**config.mk**
```make
export PLATFORM = sky130hd
export DESIGN_NAME = sar_result_reader
export DESIGN_NICKNAME = d
export VERILOG_FILES = /design/src/rtl/sar_result_reader.sv
export SDC_FILE = /design/constraint.sdc
export NUM_CORES = 1
export LEC_CHECK = 0
export CAP_MARGIN = 20
export CORE_ASPECT_RATIO = 0.6
export CORE_MARGIN = 2
export CORE_UTILIZATION = 52
export DETAILED_ROUTE_END_ITERATION = 7
export PLACE_DENSITY = 0.87
export SLEW_MARGIN = 20
export SYNTH_ARGS = -nofsm -noshare
export SYNTH_HDL_FRONTEND = slang
export SYNTH_SLANG_ARGS = --single-unit
```
**constraint.sdc**
```tcl
create_clock -name CLK -period 3.2 [get_ports CLK]
set_clock_uncertainty 0.1 [all_clocks]
set_input_delay 0.48 -clock CLK [delete_from_list [all_inputs] [get_ports CLK]]
set_output_delay 0.48 -clock CLK [all_outputs]
set_load 0.05 [all_outputs]
```
**src/rtl/sar_result_reader.sv**
```systemverilog
// sar_result_reader: consumer side of the SAR conversion interface.
// Gates the SAR controller ENABLE, edge-detects EOC, captures DOUT and
// buffers results in a first-word-fall-through FIFO. The FIFO feeds a
// valid/ready stream.
// Optional feature: define SAR_READER_AVG_EN to average 2^AVG_LOG2
// conversions per pushed word.
//
// Stream handshake: VALID means DATA_OUT holds the FIFO head. A word is
// consumed at a CLK edge where VALID && READY. VALID never depends on READY,
// and READY while VALID=0 has no effect.
module sar_result_reader #(
  parameter int DEPTH    = 8,
  parameter int CNT_W    = 16
`ifdef SAR_READER_AVG_EN
  ,
  parameter int AVG_LOG2 = 2
`endif
) (
  input  logic                       CLK,
  input  logic                       RST,
  input  logic                       START,
  input  logic                       STOP,
  input  logic                       CONT,
  input  logic [CNT_W-1:0]           NUM_SAMPLES,
  input  logic                       EOC,
  input  logic [0:11]                DOUT,
  output logic                       ADC_ENABLE,
  output logic [11:0]                DATA_OUT,
  output logic                       VALID,
  input  logic                       READY,
  output logic                       BUSY,
  output logic                       BURST_DONE,
  output logic                       OVF,
  output logic [$clog2(DEPTH):0]     LEVEL,
  output logic [1:0]                 dbg_state
);

  localparam int PW = $clog2(DEPTH);
  localparam int LW = PW + 1;

  localparam logic [1:0] ST_IDLE = 2'd0;
  localparam logic [1:0] ST_RUN  = 2'd1;
  localparam logic [1:0] ST_DONE = 2'd2;

  logic [1:0]       state;
  logic [CNT_W-1:0] cnt;
  logic             ovf;
  logic             eoc_d;
  logic [11:0]      din;
  logic             ev;
  logic             push_req;
  logic [11:0]      push_data;
  logic [CNT_W-1:0] target;
  logic [CNT_W:0]   cnt_inc;
  logic             burst_hit;

  logic [11:0]      mem [DEPTH];
  logic [PW-1:0]    wr_ptr;
  logic [PW-1:0]    rd_ptr;
  logic [PW-1:0]    rd_ptr_p1;
  logic [LW-1:0]    level;
  logic [11:0]      data_out;
  logic             full;
  logic             pop;
  logic             push_ok;
  logic             drop;

  // DOUT is declared [0:11] with DOUT[0] as LSB; map bit-for-bit by index
  always_comb begin
    din = '0;
    for (int i = 0; i < 12; i++) din[i] = DOUT[i];
  end

  // Registered copy of EOC for rising-edge detection
  always_ff @(posedge CLK) begin
    if (RST) eoc_d <= 1'b0;
    else     eoc_d <= EOC;
  end

  assign ev = EOC && !eoc_d && (state == ST_RUN);

`ifdef SAR_READER_AVG_EN
  logic [12+AVG_LOG2-1:0] acc;
  logic [12+AVG_LOG2-1:0] acc_sum;
  logic [AVG_LOG2-1:0]    acc_cnt;

  assign acc_sum   = acc + (12+AVG_LOG2)'(din);
  assign push_req  = ev && (&acc_cnt);
  assign push_data = acc_sum[AVG_LOG2 +: 12];

  // Accumulate conversions; a full group is pushed and the sum restarts.
  // STOP drops any partial group, START begins a fresh one.
  always_ff @(posedge CLK) begin
    if (RST) begin
      acc     <= '0;
      acc_cnt <= '0;
    end else if (state == ST_IDLE && START) begin
      acc     <= '0;
      acc_cnt <= '0;
    end else if (state == ST_RUN && STOP) begin
      acc     <= '0;
      acc_cnt <= '0;
    end else if (ev) begin
      if (&acc_cnt) begin
        acc     <= '0;
        acc_cnt <= '0;
      end else begin
        acc     <= acc_sum;
        acc_cnt <= acc_cnt + 1'b1;
      end
    end
  end
`else
  assign push_req  = ev;
  assign push_data = din;
`endif

  // Burst end test uses a widened increment so it never wraps
  assign target    = (NUM_SAMPLES == '0) ? CNT_W'(1) : NUM_SAMPLES;
  assign cnt_inc   = {1'b0, cnt} + (CNT_W+1)'(1);
  assign burst_hit = !CONT && push_req && (cnt_inc >= {1'b0, target});

  assign full    = (level == LW'(DEPTH));
  assign pop     = VALID && READY;
  assign push_ok = push_req && (!full || pop);
  assign drop    = push_req && full && !pop;

  // Control FSM, sample counter and sticky overflow flag
  always_ff @(posedge CLK) begin
    if (RST) begin
      state <= ST_IDLE;
      cnt   <= '0;
      ovf   <= 1'b0;
    end else begin
      case (state)
        ST_IDLE: begin
          if (START) begin
            state <= ST_RUN;
            cnt   <= '0;
            ovf   <= 1'b0;
          end
        end
        ST_RUN: begin
          if (push_req && (cnt != '1)) cnt <= cnt + 1'b1;
          if (drop) ovf <= 1'b1;
          // STOP takes priority over a burst completing on the same edge
          if (STOP)           state <= ST_IDLE;
          else if (burst_hit) state <= ST_DONE;
        end
        ST_DONE: state <= ST_IDLE;
        default: state <= ST_IDLE;
      endcase
    end
  end

  // FIFO storage; contents are don't-care until written
  always_ff @(posedge CLK) begin
    if (push_ok) mem[wr_ptr] <= push_data;
  end

  assign rd_ptr_p1 = rd_ptr + 1'b1;

  // FIFO pointers, occupancy and registered head word
  always_ff @(posedge CLK) begin
    if (RST) begin
      wr_ptr   <= '0;
      rd_ptr   <= '0;
      level    <= '0;
      data_out <= '0;
    end else begin
      if (push_ok) wr_ptr <= wr_ptr + 1'b1;
      if (pop)     rd_ptr <= rd_ptr_p1;
      case ({push_ok, pop})
        2'b10:   level <= level + 1'b1;
        2'b01:   level <= level - 1'b1;
        default: level <= level;
      endcase
      // Head update: an empty FIFO shows the incoming word directly; a pop
      // exposes the next stored word, or the incoming one if it was the last.
      // With nothing to show, the previous word is held.
      if (level == '0) begin
        if (push_ok) data_out <= push_data;
      end else if (pop) begin
        if (level >= LW'(2)) data_out <= mem[rd_ptr_p1];
        else if (push_ok)    data_out <= push_data;
      end
    end
  end

  assign ADC_ENABLE = (state == ST_RUN);
  assign BUSY       = (state != ST_IDLE);
  assign BURST_DONE = (state == ST_DONE);
  assign OVF        = ovf;
  assign VALID      = (level != '0);
  assign LEVEL      = level;
  assign DATA_OUT   = data_out;
  assign dbg_state  = state;

endmodule

```
==> out/results.ini <==
[status]
status=finished clean

[setup_path]
path_max_fanout=5
cp.arrival_ns=3.20
rrSetupSlack_ns=0.21
worst-setup-path-type=flop to flop
startpoint_type=flop
endpoint_kind=flop
cp_data_required_time_ns=3.41

[die]
die_y_um=89.4
die_area_um2=13100
fp-row-count=31
pin_count=58
coreArea_um2=11900
dieWidth_um=146
initial_core_util_pct=52.9

[logic_synthesis]
ys_seq_area_share_pct=58.9
post-synth-top-count-cell=edfxtp_1
avgSynthCellArea_um2=13.6
synth_area_um2=6320
yosysWarnings=0
synthDistinctLibCells=61
synth_edf_count=96
ys.flop_type=edfxtp_1
ys_async_sr_fraction_pct=0
ys_top_cells_by_area=edfxtp_1 46%, dfxtp_1 13%, mux4_2 8.6%, ha_1 4.2%, a21oi_1 2.1%
netlist_top_cells_count=96 x edfxtp_1, 42 x dfxtp_1, 27 x a21oi_1
syn_nets=522
synth_area_leader_cell=edfxtp_1
ys_seq_elements=138
synth_cells=465
yosys.area.top_type_share_pct=45.6

[clock_tree]
clock_path_buffers=2
numCtsBuffers=17
cts_tree=yes
clock_latency_ns=0.41
clkSlewWorstSetupHoldPaths_ns=0.06
htree_levels=4
cts-root-buf=clkbuf_16
clkSinkCount=138

[global_route]
grt_max_degree=26
overflow=0
grt_pass1_vias=4285
grt_pass1_wl_um=23700
grtUsageTotal_pct=24.6
antenna_found_initial=0

[finish]
finalNetCount=601
drive_above_1_share_pct=20.8
instances_no_fill=722
antenna_cells=0
final_area_um2=7850
area.growth.synth_to_final_pct=24.2

[timing]
period_share_pct=93.5
layout_setup_ws_ns=0.209
slew_headroom_pct=52.2
fmax_ghz=0.334
rsz0062_at_grt=false
min_period_ns=2.99
tightest_slew_ns=0.716
hold_violations=0
finalSetupTns_ns=0
report.final.slew_viol_count=0
setup_violations=0

[pwr]
p_leak_nw=2.84
powerDensity_nw_per_um2=751
max-vdd-ir-drop_mv=0.454
power_mw=5.90

[routing]
routedWlPerCell_um=21.0
dr.pass1.iters=5
drt_iter0_drc=423
routed_wl_um=15200
postRouteAntennaNets=0
drc=0
dr_total_vias=4338
vias_per_cell=6.01

[place]
dp_slack_ns=0.0663
dp_hpwl_um=10300
dp.cells=690
finalWeightedCongestion=0.969
io_buffer_count=57
post_dp_cell_area_um2=7240

[job]
drv_cap=0

[hold_path]
hold_class=flop to flop

[cells in the final DEF (no fill, tap or decap), drive strengths merged, types with 5 or more instances in the layout]
| cell | instances |
|---|---|
| clkbuf | 17 |
| ha | 21 |
| buf | 23 |
| and3 | 5 |
| dfxtp | 42 |
| xor2 | 8 |
| o22ai | 13 |
| mux4 | 24 |
| a21oi | 28 |
| nand4 | 6 |
| clkdlybuf4s50 | 57 |
| nand2b | 6 |
| xnor2 | 11 |
| nor2b | 5 |
| a21o | 8 |
| nor3 | 9 |
| nor4 | 5 |
| edfxtp | 96 |
| nand2 | 21 |
| mux2 | 11 |
| inv | 32 |
| clkinv | 5 |
| nand3 | 14 |
| o221ai | 11 |
| nor2 | 22 |
[routing by layer]
metal,up-vias,track usage (%),routed length [um]
met3,22,4.39,1080
met5,-,0,0
li1,1967,-,-
met1,2166,35.1,6850
met2,183,38.9,7050
met4,0,8.91,213
[critical path, stage by stage, from the launching register on]
cell,delay [ns]
dfxtp_1,0.44
nand3_2,0.15
or4_1,0.56
or2_1,0.30
xnor2_1,0.14
ha_1,0.30
nand3_1,0.13
nor3_2,0.08
a221oi_1,0.28
nand4_1,0.20
and3b_1,0.22
[path summary, 6_finish.rpt]
check / from / to / depth (start not counted)
setup / recovery: cnt[3]$_SDFFE_PP0P_ / dbg_state[1]$_SDFFE_PP0P_ / 10
hold / removal: OVF$_SDFFE_PP0P_ / OVF$_SDFFE_PP0P_ / 2
setup reg to reg: cnt[3]$_SDFFE_PP0P_ / dbg_state[1]$_SDFFE_PP0P_ / 10
hold reg to reg: OVF$_SDFFE_PP0P_ / OVF$_SDFFE_PP0P_ / 2
[final cells by class]
type                            count  area [um^2]
Fill cell                         833         4100
Sequential cell                   138         3730
Multi-Input combinational cell    280         2460
Timing Repair Buffer               80          756
Clock buffer                       17          425
Tap cell                          165          206
Clock inverter                     15          165
Inverter                           27          101
[state kept, by name, summed over array words and instances, names as in the netlist]
register	cells
rd_ptr	3
dbg_state	2
eoc_d	1
mem	96
OVF	1
cnt	16
wr_ptr	3
DATA_OUT	12
LEVEL	4
[kinds of logic after synthesis]
kind of cell / share of synthesized area, %
AOI/OAI and AO/OA: 10.3
buffers and inverters: 2.93
DFF: 58.9
xor gates and xnor gates: 2.63
muxes: 11.2
and+or+nand+nor: 9.61
adders and majority gates: 4.48
[per-stage QoR]
stage / utilization (%) / hold slack, ns
6_report: 65.7 / 0.363
5_1_grt: 65.7 / 0.389
4_1_cts: 65.5 / 0.361
3_5_place_dp: 60.6 / 0.352
3_3_place_gp: 60.6 / 0.350
2_1_floorplan: - / 0.368
[where the power goes]
part	internal [mW]	total (mW)	switching [mW]	leakage, nW
Sequential	2.01	2.14	0.126	1.21
Combinational	0.761	1.81	1.05	1.35
Clock	1.16	1.95	0.786	0.283
Total	3.93	5.90	1.96	2.84
[what timing repair did]
action	in CTS	in global routing
endpoints found under the setup margin	0	2
gates resized for setup	0	7
hold buffers	0	0
setup buffers	0	0
No activity file was read; power rests on OpenSTA's default activity.
